### src/rtl/ula_full_pkg.sv
// Shared constants for the ULA scheduler, the ULA itself and its bench.
// Contents: FSM state encoding, ULA opcode names, flag bit indices, MODE_MAX.
package ula_full_pkg;

    localparam logic [1:0] ST_IDLE = 2'd0;
    localparam logic [1:0] ST_EXEC = 2'd1;
    localparam logic [1:0] ST_RESP = 2'd2;

    typedef enum logic [1:0] {
        IDLE = ST_IDLE,
        EXEC = ST_EXEC,
        RESP = ST_RESP
    } state_t;

    // rsp_flags = {carry, negative, zero, saturate, overflow}
    localparam int FLG_OVF   = 0;
    localparam int FLG_SAT   = 1;
    localparam int FLG_ZERO  = 2;
    localparam int FLG_NEG   = 3;
    localparam int FLG_CARRY = 4;

    // Numeric modes: 0 unsigned wrap, 1 signed wrap, 2 unsigned saturate,
    // 3 signed saturate, 4 signed fixed-point saturate (MUL rescaled by FRAC).
    localparam logic [2:0] MODE_MAX = 3'd4;

    localparam logic [2:0] OP_ADD = 3'd0;
    localparam logic [2:0] OP_SUB = 3'd1;
    localparam logic [2:0] OP_AND = 3'd2;
    localparam logic [2:0] OP_OR  = 3'd3;
    localparam logic [2:0] OP_XOR = 3'd4;
    localparam logic [2:0] OP_NOT = 3'd5;
    localparam logic [2:0] OP_SHL = 3'd6;
    localparam logic [2:0] OP_MUL = 3'd7;

endpackage

### src/rtl/ula_full_behavioral.sv
// Combinational ULA: add/sub/and/or/xor/not/shl/mul with wrap or saturate.
// Ports: op_a, op_b operands; op_sel operation; num_mode numeric mode;
// result WIDTH bits; flags {carry,negative,zero,saturate,overflow}.
// Arithmetic is done on an exact wide value, then range-checked against the
// unsigned or signed WIDTH-bit range to derive overflow and saturation.
import ula_full_pkg::*;

module ula_full_behavioral #(
    parameter int WIDTH = 8,
    parameter int FRAC  = 4
) (
    input  logic [WIDTH-1:0] op_a,
    input  logic [WIDTH-1:0] op_b,
    input  logic [2:0]       op_sel,
    input  logic [2:0]       num_mode,
    output logic [WIDTH-1:0] result,
    output logic [4:0]       flags
);

    localparam int EW = 2*WIDTH + 2;
    localparam logic signed [EW-1:0] UMAX = EW'((2**WIDTH) - 1);
    localparam logic signed [EW-1:0] SMAX = EW'((2**(WIDTH-1)) - 1);
    localparam logic signed [EW-1:0] SMIN = EW'(-(2**(WIDTH-1)));

    logic                   sgn, sat, arith, carry, ovf;
    logic signed [EW-1:0]   ax, bx, ex, lo, hi;
    logic        [WIDTH:0]  raw_add, raw_sub;
    logic        [WIDTH-1:0] res;

    always_comb begin
        sgn     = num_mode inside {3'd1, 3'd3, 3'd4};
        sat     = (num_mode >= 3'd2);
        ax      = {{(EW-WIDTH){sgn & op_a[WIDTH-1]}}, op_a};
        bx      = {{(EW-WIDTH){sgn & op_b[WIDTH-1]}}, op_b};
        lo      = sgn ? SMIN : '0;
        hi      = sgn ? SMAX : UMAX;
        raw_add = {1'b0, op_a} + {1'b0, op_b};
        raw_sub = {1'b0, op_a} - {1'b0, op_b};
        ex      = '0;
        res     = '0;
        carry   = 1'b0;
        ovf     = 1'b0;
        arith   = 1'b1;
        case (op_sel)
            OP_ADD: begin ex = ax + bx;  carry = raw_add[WIDTH]; end
            OP_SUB: begin ex = ax - bx;  carry = raw_sub[WIDTH]; end
            OP_AND: begin res = op_a & op_b; arith = 1'b0; end
            OP_OR:  begin res = op_a | op_b; arith = 1'b0; end
            OP_XOR: begin res = op_a ^ op_b; arith = 1'b0; end
            OP_NOT: begin res = ~op_a;       arith = 1'b0; end
            OP_SHL: begin ex = ax <<< 1; carry = op_a[WIDTH-1]; end
            default: begin
                // Fixed-point mode rescales the product back to FRAC bits.
                if (num_mode == 3'd4) ex = (ax * bx) >>> FRAC;
                else                  ex = ax * bx;
            end
        endcase
        if (arith) begin
            ovf = (ex < lo) || (ex > hi);
            if (ovf && sat) res = (ex < lo) ? lo[WIDTH-1:0] : hi[WIDTH-1:0];
            else            res = ex[WIDTH-1:0];
        end
        result           = res;
        flags            = '0;
        flags[FLG_CARRY] = carry;
        flags[FLG_NEG]   = res[WIDTH-1];
        flags[FLG_ZERO]  = (res == '0);
        flags[FLG_SAT]   = ovf & sat;
        flags[FLG_OVF]   = ovf;
    end

endmodule

### src/rtl/ula_rr_arb2.sv
// Two-way round-robin grant logic (purely combinational).
// Ports: req[1:0] requests, rr_last last-served index (state owned by the
// parent), en grant enable, gnt[1:0] one-hot grant (zero when !en).
import ula_full_pkg::*;

module ula_rr_arb2 (
    input  logic [1:0] req,
    input  logic       rr_last,
    input  logic       en,
    output logic [1:0] gnt
);

    always_comb begin
        gnt = 2'b00;
        if (en) begin
            // On a tie the requester that was not served last wins.
            if (req == 2'b11) gnt = rr_last ? 2'b01 : 2'b10;
            else              gnt = req;
        end
    end

endmodule

### src/rtl/ula_full_sched.sv
// Two-requester round-robin scheduler around one ula_full_behavioral.
// Ports: per master X in {0,1}: mX_req_valid/ready, mX_op_a/op_b/op_sel/
// num_mode request payload, mX_rsp_valid/ready response handshake; shared
// rsp_result, rsp_flags, rsp_err; busy (state != IDLE).
// Optional ULA_FULL_SCHED_STATS_EN adds stat_clr, stat_ops0, stat_ops1,
// stat_ovsat completion counters (saturating 16-bit).
// Flow: IDLE (accept) -> EXEC (capture ULA output) -> RESP (hold until ready).
import ula_full_pkg::*;

module ula_full_sched #(
    parameter int WIDTH = 8,
    parameter int FRAC  = 4
) (
    input  logic             clk,
    input  logic             rst_n,
    input  logic             m0_req_valid,
    output logic             m0_req_ready,
    input  logic [WIDTH-1:0] m0_op_a,
    input  logic [WIDTH-1:0] m0_op_b,
    input  logic [2:0]       m0_op_sel,
    input  logic [2:0]       m0_num_mode,
    output logic             m0_rsp_valid,
    input  logic             m0_rsp_ready,
    input  logic             m1_req_valid,
    output logic             m1_req_ready,
    input  logic [WIDTH-1:0] m1_op_a,
    input  logic [WIDTH-1:0] m1_op_b,
    input  logic [2:0]       m1_op_sel,
    input  logic [2:0]       m1_num_mode,
    output logic             m1_rsp_valid,
    input  logic             m1_rsp_ready,
    output logic [WIDTH-1:0] rsp_result,
    output logic [4:0]       rsp_flags,
    output logic             rsp_err,
`ifdef ULA_FULL_SCHED_STATS_EN
    input  logic             stat_clr,
    output logic [15:0]      stat_ops0,
    output logic [15:0]      stat_ops1,
    output logic [15:0]      stat_ovsat,
`endif
    output logic             busy
);

    state_t           state;
    logic [WIDTH-1:0] op_a_q, op_b_q, ula_result;
    logic [2:0]       op_sel_q, mode_q;
    logic [4:0]       ula_flags;
    logic             owner_q, rr_last, rsp_hs;
    logic [1:0]       gnt;

    ula_rr_arb2 u_arb (
        .req     ({m1_req_valid, m0_req_valid}),
        .rr_last (rr_last),
        .en      (state == IDLE),
        .gnt     (gnt)
    );

    assign m0_req_ready = gnt[0];
    assign m1_req_ready = gnt[1];
    assign rsp_hs = (m0_rsp_valid & m0_rsp_ready) | (m1_rsp_valid & m1_rsp_ready);

    ula_full_behavioral #(.WIDTH(WIDTH), .FRAC(FRAC)) u_ula (
        .op_a     (op_a_q),
        .op_b     (op_b_q),
        .op_sel   (op_sel_q),
        .num_mode (mode_q),
        .result   (ula_result),
        .flags    (ula_flags)
    );

    always_ff @(posedge clk or negedge rst_n) begin
        if (!rst_n) begin
            state        <= IDLE;
            op_a_q       <= '0;
            op_b_q       <= '0;
            op_sel_q     <= '0;
            mode_q       <= '0;
            owner_q      <= 1'b0;
            rr_last      <= 1'b1;   // m0 wins the first tie
            rsp_result   <= '0;
            rsp_flags    <= '0;
            rsp_err      <= 1'b0;
            m0_rsp_valid <= 1'b0;
            m1_rsp_valid <= 1'b0;
            busy         <= 1'b0;
        end else begin
            case (state)
                IDLE: if (|gnt) begin
                    op_a_q   <= gnt[1] ? m1_op_a     : m0_op_a;
                    op_b_q   <= gnt[1] ? m1_op_b     : m0_op_b;
                    op_sel_q <= gnt[1] ? m1_op_sel   : m0_op_sel;
                    mode_q   <= gnt[1] ? m1_num_mode : m0_num_mode;
                    owner_q  <= gnt[1];
                    rr_last  <= gnt[1];
                    busy     <= 1'b1;
                    state    <= EXEC;
                end
                EXEC: begin
                    // Illegal mode: report an error with zero payload, same latency.
                    if (mode_q > MODE_MAX) begin
                        rsp_result <= '0;
                        rsp_flags  <= '0;
                        rsp_err    <= 1'b1;
                    end else begin
                        rsp_result <= ula_result;
                        rsp_flags  <= ula_flags;
                        rsp_err    <= 1'b0;
                    end
                    m0_rsp_valid <= ~owner_q;
                    m1_rsp_valid <= owner_q;
                    state        <= RESP;
                end
                RESP: if (rsp_hs) begin
                    m0_rsp_valid <= 1'b0;
                    m1_rsp_valid <= 1'b0;
                    rsp_err      <= 1'b0;
                    busy         <= 1'b0;
                    state        <= IDLE;
                end
                default: begin
                    busy  <= 1'b0;
                    state <= IDLE;
                end
            endcase
        end
    end

`ifdef ULA_FULL_SCHED_STATS_EN
    // Counted on the response handshake; illegal ops carry zero flags so
    // they never reach the overflow/saturate counter.
    always_ff @(posedge clk or negedge rst_n) begin
        if (!rst_n) begin
            stat_ops0  <= '0;
            stat_ops1  <= '0;
            stat_ovsat <= '0;
        end else if (stat_clr) begin
            stat_ops0  <= '0;
            stat_ops1  <= '0;
            stat_ovsat <= '0;
        end else if (rsp_hs) begin
            if (owner_q) begin
                if (stat_ops1 != 16'hFFFF) stat_ops1 <= stat_ops1 + 16'd1;
            end else begin
                if (stat_ops0 != 16'hFFFF) stat_ops0 <= stat_ops0 + 16'd1;
            end
            if ((rsp_flags[FLG_OVF] | rsp_flags[FLG_SAT]) && stat_ovsat != 16'hFFFF)
                stat_ovsat <= stat_ovsat + 16'd1;
        end
    end
`endif

endmodule

### config.mk
export PLATFORM = sky130hd
export DESIGN_NAME = ula_full_sched
export DESIGN_NICKNAME = d
export VERILOG_FILES = /design/src/rtl/ula_full_pkg.sv /design/src/rtl/ula_full_behavioral.sv /design/src/rtl/ula_rr_arb2.sv /design/src/rtl/ula_full_sched.sv
export SDC_FILE = /design/constraint.sdc
export NUM_CORES = 1
export LEC_CHECK = 0
export CAP_MARGIN = 20
export CORE_ASPECT_RATIO = 2
export CORE_UTILIZATION = 55
export DETAILED_ROUTE_END_ITERATION = 10
export HOLD_SLACK_MARGIN = 0.08
export PLACE_DENSITY = 0.84
export SYNTH_ARGS = -nofsm -noshare
export SYNTH_HDL_FRONTEND = slang
export SYNTH_SLANG_ARGS = --single-unit
### constraint.sdc
create_clock -name clk -period 17.01 [get_ports clk]
set_input_delay 3.402 -clock clk [delete_from_list [all_inputs] [get_ports clk]]
set_output_delay 3.402 -clock clk [all_outputs]
set_load 0.005 [all_outputs]
# After elaboration in Yosys (flattened, before gate mapping)
# Index checks and enable logic that the tools add are counted.
dict set report totals {
  reg_bits 43
  inputBits 50
  output_inout_bits 19
  wordCells 90
}
dict set report classes {
  addsub 4
  n_mul 1
  magnitude_cmp 4
  n_eq_ne 14
  n_mux 29
  bitwise 12
  reduce_logical 13
}
# cell n
set ops {}
lappend ops {{$pmux 18 s4} 1}
lappend ops {{$mux 8} 7}
lappend ops {{$pmux 8 s4} 1}
lappend ops {{$gt 18x18->1} 1}
lappend ops {{$lt 18x18->1} 1}
lappend ops {{$mul 9x9->18} 1}
lappend ops {{$mux 18} 1}
lappend ops {{$mux 17} 1}
lappend ops {{$eq 3x3->1 const B} 4}
lappend ops {{$add 9x9->10} 1}
lappend ops {{$mux 2} 5}
lappend ops {{$sub 9x9->10} 1}
lappend ops {{$add 8x8->9} 1}
lappend ops {{$eq 3x2->1 const B} 3}
lappend ops {{$sub 8x8->9} 1}
lappend ops {{$and 8x8->8} 1}
lappend ops {{$logic_not 8->1} 1}
lappend ops {{$not 8->8} 1}
lappend ops {{$or 8x8->8} 1}
lappend ops {{$xor 8x8->8} 1}
lappend ops {{$eq 3x1->1 const B} 2}
lappend ops {{$mux 3} 2}
lappend ops {{$pmux 1 s2} 3}
lappend ops {{$pmux 1 s3} 2}
lappend ops {{other kinds (21)} 33}

# Longest topological paths before layout
dict set report logic_depth {
  word_depth 13
  ltp_mapped 34
  ltp_nobuf 33
}

# Cells and area by module
# From an unflattened synthesis, not the netlist that was laid out.
dict set report hier_totals {
  hier_cells 836
  hier_area_um2 7538.5
}
# module instances cells_per_inst area_each_um2
set by_module_without_submodules {}
lappend by_module_without_submodules {ula_full_behavioral 1 701 5560.3}
lappend by_module_without_submodules {ula_full_sched 1 130 1956.9}
lappend by_module_without_submodules {ula_rr_arb2 1 5 21.3}

# Worst setup path before layout
# OpenSTA, ideal clock, no wires.
dict set report synth_path {
  kind {input to output}
  startpoint {input port m0_req_valid}
  endpoint {output port m1_req_ready}
  arrival_time_ps 4126
  setup_slack_ps 9482
  stages 4
  path_buffers 1
  path_cell_list {inv_1 > o211ai_1 > inv_1 > buf_1}
}
dict set report synth_between {
  elab_chain_cells 3
}
# item line
set synth_lines {}
lappend synth_lines {{from (decl)} ula_full_sched.sv:16} ;# input logic m0_req_valid,
lappend synth_lines {{$eq 2x2->1} ula_rr_arb2.sv:17} ;# if (req == 2'b11) gnt = rr_last ? 2'b01 : 2'b10;
lappend synth_lines {{$mux 2} ula_rr_arb2.sv:17}
lappend synth_lines {{$mux 2} ula_rr_arb2.sv:15} ;# if (en) begin
lappend synth_lines {{to (decl)} ula_full_sched.sv:25} ;# output logic m1_req_ready,
# Every way passes these cells.

# Final worst setup path
# Same ends and word-level chain as after synthesis.

==> summary.txt <==
STA
  • Final setup viols: 0
  • Worst slew pin tran: 1.035 ns
  • Fin crit share: 0.5176
  • Setup TNS: 0 ns
  • Max_slew headroom: 0.3040
  • Clock skew: around 0.0066 ns
  • Hold WS: ~0.49 ns
  • FMAX: approximately 110 MHz
  • RSZ-0062 raised after global routing: no
  • Min Tclk post-route: about 8.8 ns
  • Post-route setup slack: between 8 and 9 ns
  • Max Transition Viols Final: 0
  • Hold Fails Final Rpt: 0

Clock network
  • Clk sinks: 42
  • H-tree levels: 2
  • Clock Latency Late Sink: a little under 0.3 ns
  • Clock Tree Buf Depth: 2
  • Setup Fix Bufs, Post-CTS: 0
  • Post-cts resize count: 0
  • Worst-path clk slew: about 0.060 ns
  • TritonCTS buffer count: 5
  • CTS tree: built
  • Hold Buf Count CTS: 0
  • CTS Root Cell: clkbuf_16

Setup path
  • CP endpoint kind: output pin
  • Worst EP arrival: between 5 and 6 ns
  • Critical-path maximum fanout: 25
  • CP Launch Type: input port
  • Worst Setup SP: m0_req_valid
  • Crit Path Class: in2out
  • Required time of the worst setup path: about 14 ns
  • R2R Path Start: mode_q[2]$_DFFE_PN0P_

Yosys
  • Synth unique cells: 93
  • Syn nets: between 1000 and 1500
  • Cell accounting for the most synthesized area: fa_1
  • Top-count cell post-synth: inv_1
  • Post-Syn Area per Cell: 8.043 µm²
  • Top post-synthesis cells by count: 118 x inv_1, 114 x nor2_1, 106 x nand2_1
  • Synth warnings: 0
  • Top cells by area, synth: fa_1 19%, ha_1 14%, dfrtp_1 14%, inv_1 5.9%, nor2_1 5.7%
  • Top-area cell type share of the netlist area: 0.1913
  • Netlist Area Pre-Place: 7536 µm²
  • Post-Syn Instances: roughly 940
  • Ys flop type: dfrtp_1
  • Sequential area share after synthesis: 0.1396
  • Post-synthesis async set-or-reset flop share: 1.000
  • Post-synth EDFFs: 0
  • Yosys reg bits: 42

Cells and area
  • Fraction of layout cells with a size suffix above 1: 0.04286
  • Area grow syn2layout: 11.99%
  • FILL cells: between 1000 and 1500
  • Diode count: 0
  • Non-filler cells, final: approximately 1100
  • Final Net Count: 1185
  • Fin util: 0.6280

Routing
  • Drt wl/cell: approximately 20 µm
  • DR DRC count: 0
  • Routed wire length: between 20000 and 25000 µm
  • Vias/cell: between 6 and 7
  • DR pass1 iterations: 5
  • Antenna-violating nets left: 0
  • Via count: approximately 7100
  • Initial DRC count: roughly 460

Run status
  • Status: completed

Global route
  • First-pass GRT wire length: about 37000 µm
  • Vias in the first global route: around 7200
  • Total grt overflow: 0
  • Initial antenna violation count: 0
  • Largest net degree at the start of global routing: slightly below 50
  • GRT Util Overall: 0.3386

Die
  • Initial Util: 0.5608
  • Die Y-Extent: approximately 170 µm
  • I/O Pins: 69
  • Die ar.: between 10000 and 15000 µm²
  • Die width: 84.77 µm
  • Area of the core: approximately 13000 µm²
  • Row count: 60

Pwr
  • Peak VDD IR: about 0.057 mV
  • LEAKAGE: 3.890 nW
  • PwrDens: between 20 and 30 nW/µm²

Placement
  • RD Place Congestion: roughly 1.0
  • Placed instance count: ~1100
  • Port bufs: slightly below 70
  • Dpl hpwl: 18780 µm
  • Setup WS pre-CTS: 8.209 ns

Min path
  • Hold Crit Start: rsp_flags[2]$_DFFE_PN0P_
  • Hold Path Class: reg2reg

Run
  • Max Cap Violations: 0
metal layers:
layer / wire [µm] / global-route usage / part of all wire / vias to the layer above
met3: 1215 / 0.03795 / 0.053 / 131
li1: - / - / - / 3271
met2: 12280 / 0.6179 / 0.53 / 311
met5: 0 / 0 / 0 / -
met4: 1909 / 0.2572 / 0.083 / 0
met1: 7710 / 0.3461 / 0.33 / 3364
layout make-up:
class	count	area (µm²)	area share
clock buffers	5	125.1	0.01483
clock inverters	3	43.79	0.005189
inverters	127	476.7	0.05649
multi-input cells	730	5834	0.6913
flip-flops and latches	42	1052	0.1247
well taps	155	193.9	0.02298
repair buffers	73	713.2	0.08451
logic make-up (layout without fill, tap and decap cells):
family,count (synthesis),in the layout,share of synthesized area
AND/OR/NAND/NOR,302,302,0.1805
buffers and inverters,165,208,0.08617
AO/OA/AOI/OAI,236,236,0.2180
adder cells (fa/ha/maj),156,156,0.3307
XOR/XNOR,24,24,0.02889
multiplexers,12,12,0.01611
flip-flops,42,42,0.1396
metrics by stage:
step                      power (mW)  cell area [µm²]
after floorplan               0.1029             7536
after CTS                     0.2255             8439
after detailed placement      0.1163             8270
final                         0.2241             8439
after global routing          0.2296             8439
after global placement        0.1162             8270
path summary, 6_finish.rpt:
check	to	slack, ns	depth (start not counted)
worst max-delay path	m1_req_ready	8.21	6
worst min-delay path	rsp_flags[2]$_DFFE_PN0P_	0.49	2
worst max register to register	rsp_flags[3]$_DFFE_PN0P_	8.73	30
worst min register to register	rsp_flags[2]$_DFFE_PN0P_	0.49	2
max in group asynchronous	op_b_q[2]$_DFFE_PN0P_	13.19	1
min in group asynchronous	m1_rsp_valid$_DFFE_PN0P_	3.24	1
power by group:
part / total [mW] / leakage [nW] / internal (mW) / switching (mW)
sequential: 0.0999 / 0.573 / 0.0999 / 0
clock: 0.110 / 0.0842 / 0.0695 / 0.0403
combinational: 0.0145 / 3.23 / 0.0101 / 0.00434
worst max-delay path, cell delays in order:
cell and delay [ns]:
clkdlybuf4s50_1 0.44, inv_1 0.07, o211ai_1 0.09, buf_4 0.22, inv_1 0.53, clkdlybuf4s50_1 0.63
state kept, by name, indices dropped and copies added, names as in the netlist:
register / flops
rsp_result: 7
rsp_err: 1
mode_q: 3
op_b_q: 8
state: 2
busy: 1
rsp_flags: 5
owner_q: 1
op_sel_q: 3
m0_rsp_valid: 1
op_a_q: 8
rr_last: 1
m1_rsp_valid: 1
layout by cell type (no fill, tap or decap), drive strengths merged, types with 12 or more instances in the layout:
cell	count
a21oi	42
xnor2	19
a31oi	27
nand2	107
nor2	116
dfrtp	41
nor2b	13
o21ai	58
ha	84
fa	72
clkdlybuf4s50	67
nor3	12
inv	121
(Power assumes the default switching activity.)
